[config.mk]
export PLATFORM = sky130hd
export DESIGN_NAME = bcd_time_counter
export DESIGN_NICKNAME = d
export VERILOG_FILES = /design/src/rtl/clock_pkg.sv /design/src/rtl/bcd_pair_counter.sv /design/src/rtl/bcd_time_counter.sv
export SDC_FILE = /design/constraint.sdc
export NUM_CORES = 1
export LEC_CHECK = 0
export BUFFER_PORTS_ARGS = -buffer_cell sky130_fd_sc_hd__buf_2
export CAP_MARGIN = 20
export CELL_PAD_IN_SITES_DETAIL_PLACEMENT = 1
export CELL_PAD_IN_SITES_GLOBAL_PLACEMENT = 1
export CORE_MARGIN = 2
export CORE_UTILIZATION = 41
export DETAILED_ROUTE_END_ITERATION = 12
export GPL_TIMING_DRIVEN = 0
export HOLD_SLACK_MARGIN = 0.15
export MAX_ROUTING_LAYER = met4
export PLACE_DENSITY_LB_ADDON = 0.1
export SLEW_MARGIN = 40
export SYNTH_ARGS = -nofsm -noshare
export SYNTH_HDL_FRONTEND = slang
export SYNTH_SLANG_ARGS = --single-unit
[constraint.sdc]
create_clock -name clk -period 2.2 [get_ports clk]
set_input_delay 0.44 -clock clk [delete_from_list [all_inputs] [get_ports clk]]
set_output_delay 0.44 -clock clk [all_outputs]
set_load 0.05 [all_outputs]
[src/rtl/clock_pkg.sv]
// Shared types and constants for the BCD time-of-day counter.
package clock_pkg;

  typedef logic [3:0] bcd_t;

  localparam int unsigned SEC_MAX_T        = 5;
  localparam int unsigned MIN_MAX_T        = 5;
  localparam int unsigned DIGIT_MAX        = 9;
  localparam int unsigned HOUR_MAX_DEFAULT = 23;
  localparam int unsigned TICK_DIV_DEFAULT = 50_000_000;

endpackage

[src/rtl/bcd_pair_counter.sv]
// Two-digit BCD counter that wraps to 00 after MAX_TENS:MAX_UNITS; wrap is the
// combinational carry-out for the next stage.
module bcd_pair_counter
  import clock_pkg::*;
#(
  parameter int unsigned MAX_TENS  = SEC_MAX_T,
  parameter int unsigned MAX_UNITS = DIGIT_MAX
) (
  input  logic       clk,
  input  logic       rst_n,
  input  logic       inc,
  input  logic       clr,
  output logic [3:0] tens,
  output logic [3:0] units,
  output logic       wrap
);

  logic at_max;

  assign at_max = (tens == 4'(MAX_TENS)) && (units == 4'(MAX_UNITS));
  assign wrap   = inc && at_max;

  // NOTE: sequential state uses non-blocking assignments so every register
  // samples pre-edge values regardless of block evaluation order.
  always_ff @(posedge clk or negedge rst_n) begin
    if (!rst_n) begin
      tens  <= '0;
      units <= '0;
    end else if (clr) begin
      tens  <= '0;
      units <= '0;
    end else if (inc) begin
      if (at_max) begin
        tens  <= '0;
        units <= '0;
      end else if (units == 4'(DIGIT_MAX)) begin
        tens  <= tens + 4'd1;
        units <= '0;
      end else begin
        units <= units + 4'd1;
      end
    end
  end

endmodule

[src/rtl/bcd_time_counter.sv]
// HH:MM:SS BCD time-of-day counter: prescaler, set-input edge detection and a
// seconds -> minutes -> hours carry chain.
module bcd_time_counter
  import clock_pkg::*;
#(
  parameter int unsigned TICK_DIV = TICK_DIV_DEFAULT,
  parameter int unsigned HOUR_MAX = HOUR_MAX_DEFAULT
) (
  input  logic       clk,
  input  logic       rst_n,
  input  logic       run,
  input  logic       inc_min,
  input  logic       inc_hr,
  input  logic       clr_sec,
  output logic [3:0] hr_MSB,
  output logic [3:0] hr_LSB,
  output logic [3:0] min_MSB,
  output logic [3:0] min_LSB,
  output logic [3:0] secs_MSB,
  output logic [3:0] secs_LSB,
  output logic       sec_tick,
  output logic       day_tick
);

  localparam int CW = (TICK_DIV > 1) ? $clog2(TICK_DIV) : 1;

  logic [CW-1:0] presc;
  logic          inc_min_q, inc_hr_q, clr_sec_q;
  logic          min_edge, hr_edge, clr_edge;
  logic          tick, sec_inc, min_inc, hr_inc;
  logic          sec_wrap, min_wrap, hr_wrap;

  assign min_edge = inc_min && !inc_min_q;
  assign hr_edge  = inc_hr  && !inc_hr_q;
  assign clr_edge = clr_sec && !clr_sec_q;

  assign tick    = run && (presc == CW'(TICK_DIV - 1));
  // A clear wins over a coincident tick: no count, no carry, no sec_tick.
  assign sec_inc = tick && !clr_edge;
  // Manual edges are consumed while running but only act in set mode. Minute
  // wraps from manual setting never carry, so only a seconds carry reaches hours.
  assign min_inc = sec_wrap || (min_edge && !run);
  assign hr_inc  = (sec_wrap && min_wrap) || (hr_edge && !run);

  always_ff @(posedge clk or negedge rst_n) begin
    if (!rst_n) begin
      presc     <= '0;
      inc_min_q <= 1'b0;
      inc_hr_q  <= 1'b0;
      clr_sec_q <= 1'b0;
      sec_tick  <= 1'b0;
      day_tick  <= 1'b0;
    end else begin
      inc_min_q <= inc_min;
      inc_hr_q  <= inc_hr;
      clr_sec_q <= clr_sec;
      sec_tick  <= sec_inc;
      day_tick  <= sec_wrap && min_wrap && hr_wrap;
      if (clr_edge || tick) presc <= '0;
      else if (run)         presc <= presc + 1'b1;
    end
  end

  bcd_pair_counter #(.MAX_TENS(SEC_MAX_T), .MAX_UNITS(DIGIT_MAX)) u_secs (
    .clk   (clk),
    .rst_n (rst_n),
    .inc   (sec_inc),
    .clr   (clr_edge),
    .tens  (secs_MSB),
    .units (secs_LSB),
    .wrap  (sec_wrap)
  );

  bcd_pair_counter #(.MAX_TENS(MIN_MAX_T), .MAX_UNITS(DIGIT_MAX)) u_mins (
    .clk   (clk),
    .rst_n (rst_n),
    .inc   (min_inc),
    .clr   (1'b0),
    .tens  (min_MSB),
    .units (min_LSB),
    .wrap  (min_wrap)
  );

  bcd_pair_counter #(.MAX_TENS(HOUR_MAX / 10), .MAX_UNITS(HOUR_MAX % 10)) u_hours (
    .clk   (clk),
    .rst_n (rst_n),
    .inc   (hr_inc),
    .clr   (1'b0),
    .tens  (hr_MSB),
    .units (hr_LSB),
    .wrap  (hr_wrap)
  );

endmodule

==> flow_summary.json <==
{
  "status": "complete, no violations",
  "report.final.slew_viol_count": 0,
  "crit_type": "flip-flop to flip-flop",
  "p_switching_w": 0.00135,
  "vias": 2438,
  "placed_cells": 434,
  "grt-ovfl-total": 0,
  "dieArea_mm2": 0.00812,
  "period_minus_slack_ns": 2.11,
  "instances_no_fill": 455,
  "synth_ff_type": "dfrtp_1",
  "grt.total_usage": 0.196,
  "routedWlPerCell_um": 16.1,
  "die_h_um": 90.1,
  "final_core_utilization": 0.509,
  "powerDensity_mw_per_mm2": 907,
  "setup_viol": 0,
  "slowest_stage": "or4_4",
  "initial_utilization": 0.421,
  "whs_ns": 0.170,
  "slowest_delay_ns": 0.57,
  "synthTopCellsByCount": "dfrtp_1, nor2_1, nand2_1",
  "ys_top_cells_by_area": "dfrtp_1, xor2_1, nor2_1",
  "intPower_w": 0.00198,
  "pre_cts_ws_ns": -0.166,
  "cts_root_buffer": "clkbuf_8",
  "yosysTopAreaCell": "dfrtp_1",
  "vdd_drop_max_mv": 0.423,
  "seq_power_share": 0.403,
  "power.total_w": 0.00333,
  "cts_hold_buf": 0,
  "io_pins": 32,
  "cts.sinks": 55,
  "drtAntennaViolNets": 0,
  "areaGrowthSynthToFinish_pct": 20.7,
  "finalNetCount": 372,
  "insertion_delay_ns": 0.32,
  "netSwitchingFraction": 0.404,
  "crit_path_cell_trace": "or4_4 > nor3_4 > nand4_4 > a21boi_2 > mux2_2",
  "syn_avg_cell_area_um2": 9.97,
  "grt_first_pass_wirelength_mm": 12.8,
  "synth_area_mm2": 0.00304,
  "rr_endpoint": "u_mins.tens[1]",
  "cts_tree": "done",
  "synth_edf_count": 0,
  "p_comb_frac": 0.380,
  "r2r-start": "presc[16]",
  "post-route-period-util": 0.957,
  "netlist_instances": 305,
  "crit_arrival_ns": 2.32,
  "hold_path_class": "input port to asynchronous set/reset pin",
  "yosysMostFrequentCell": "dfrtp_1",
  "die_width_um": 90.1,
  "ys_seq_area_frac": 0.453,
  "drt-initial-drc-count": 75,
  "gp_congestion": 0.777,
  "cts_buffer_depth": 2,
  "drc": 0,
  "port_buffers": 30,
  "drive_above_1_share": 0.278,
  "synth_top_area_share": 0.453,
  "p_leak_nw": 1.66,
  "cp_max_fo": 6,
  "syn-num-nets": 322,
  "r2r_slack_ns": 0.09,
  "hold_viol": 0,
  "reg2reg_depth": 5,
  "antennaDiodeCount": 0,
  "rows": 31,
  "yosysUniqueCellTypes": 55,
  "cp.required_ns": 2.41,
  "pwr-share-clk": 0.217,
  "dp_hpwl_mm": 5.03,
  "synth-seq-cells": 55,
  "fin_skew_ns": 0.0178,
  "wl_mm": 7.31,
  "grt_max_degree": 56,
  "fmax_mhz": 475,
  "h-tree-depth": 2,
  "core_mm2": 0.00721,
  "cp-start-kind": "flip-flop",
  "drv_cap": 0,
  "ys_async_sr_fraction": 1.00,
  "grt_pass1_vias": 2517,
  "cts_buffers": 5,
  "vias_per_cell": 5.36,
  "cpLargestDelayFamily": "simple AND/OR/NAND/NOR gates",
  "fin_ws_ns": 0.0936,
  "clkTransAtPathRegs_ns": 0.11,
  "crit_buf_inv": 0,
  "max_slew_margin": 0.506,
  "antenna_found_initial": 0,
  "endpoint_kind": "flip-flop",
  "yosysWarnings": 0,
  "first_pass_iters": 4,
  "worstMarginPinSlew_ns": 0.742
}
## cells in the final DEF, fill, tap and decap left out, types with 3 or more instances in the layout
master     n
dfrtp_1   48
nor2_1    43
buf_2     33
nand2_1   25
xor2_1    20
nand4_1   17
buf_4     13
a21oi_1   11
inv_1     10
nand3_1   10
ha_1       9
mux2_2     7
o21ai_0    7
dfrtp_2    7
xnor2_1    6
or3_1      6
clkbuf_8   6
nor2b_1    5
nand3b_1   4
and3_1     4
nor4_1     3
nand4_4    3
nor4_4     3
mux2_4     3
## sequential cells by signal, summed over array words and instances (netlist names), 4 cells and up
name and flops:
u_hours.units 4, u_secs.units 4, presc 26, u_mins.tens 4, u_mins.units 4, u_hours.tens 4, u_secs.tens 4
## timing repair
| action | CTS | global route |
|---|---|---|
| pin swaps | 4 | 8 |
| endpoints found under the hold margin | 0 | 0 |
| setup buffers | 4 | 9 |
| setup endpoints to repair | 8 | 22 |
| gates resized for setup | 5 | 23 |
## logic make-up after synthesis
family,synth area share
AND/OR/NAND/NOR,0.282
flip-flops,0.453
AO/OA/AOI/OAI,0.0753
adder cells (fa/ha/maj),0.0453
multiplexers,0.0449
XOR/XNOR,0.0749
buffers and inverters,0.0251
## worst max path at each step
| stage | startpoint | end | cells past startpoint |
|---|---|---|---|
| after floorplan | u_hours.tens[1] | u_hours.tens[0] | 6 |
| after global placement | run | u_mins.tens[0] | 6 |
| after detailed placement | run | u_mins.tens[1] | 6 |
| after CTS | presc[16] | u_mins.units[2] | 5 |
| after global routing | u_mins.units[1] | u_hours.tens[1] | 8 |
| final | presc[16] | u_mins.tens[1] | 5 |
## layer usage
metal	global-route usage	vias to the layer above	routed length, um
li1	-	1170	-
met1	0.262	1234	3510
met2	0.321	26	3580
met3	0.0235	8	146
met4	0.0462	0	72
met5	-	-	0
## cell type report
type | instances | area [um2]
Fill cell | 849 | 3540
Multi-Input combinational cell | 231 | 1710
Sequential cell | 55 | 1390
Tap cell | 99 | 124
Inverter | 11 | 41.3
Clock inverter | 2 | 35.0
Timing Repair Buffer | 43 | 254
Buffer | 8 | 42.5
Clock buffer | 6 | 82.6
## power by group through the flow
| stage | logic, W | registers [W] | clock network (W) |
|---|---|---|---|
| floorplan | 0.000447 | 0.00172 | 0 |
| global placement | 0.00107 | 0.00135 | 0 |
| detailed placement | 0.00110 | 0.00136 | 0 |
| CTS | 0.00114 | 0.00133 | 0.000744 |
| global route | 0.00137 | 0.00138 | 0.000787 |
| finish | 0.00127 | 0.00134 | 0.000721 |
## metrics by stage
stage          setup TNS, ns  instance area [um2]
2_1_floorplan              0                 3050
5_1_grt              -0.0354                 3670
6_report                   0                 3670
4_1_cts                    0                 3500
3_3_place_gp          -0.559                 3320
3_5_place_dp           -1.03                 3330
No activity file was read; power rests on OpenSTA's default activity.
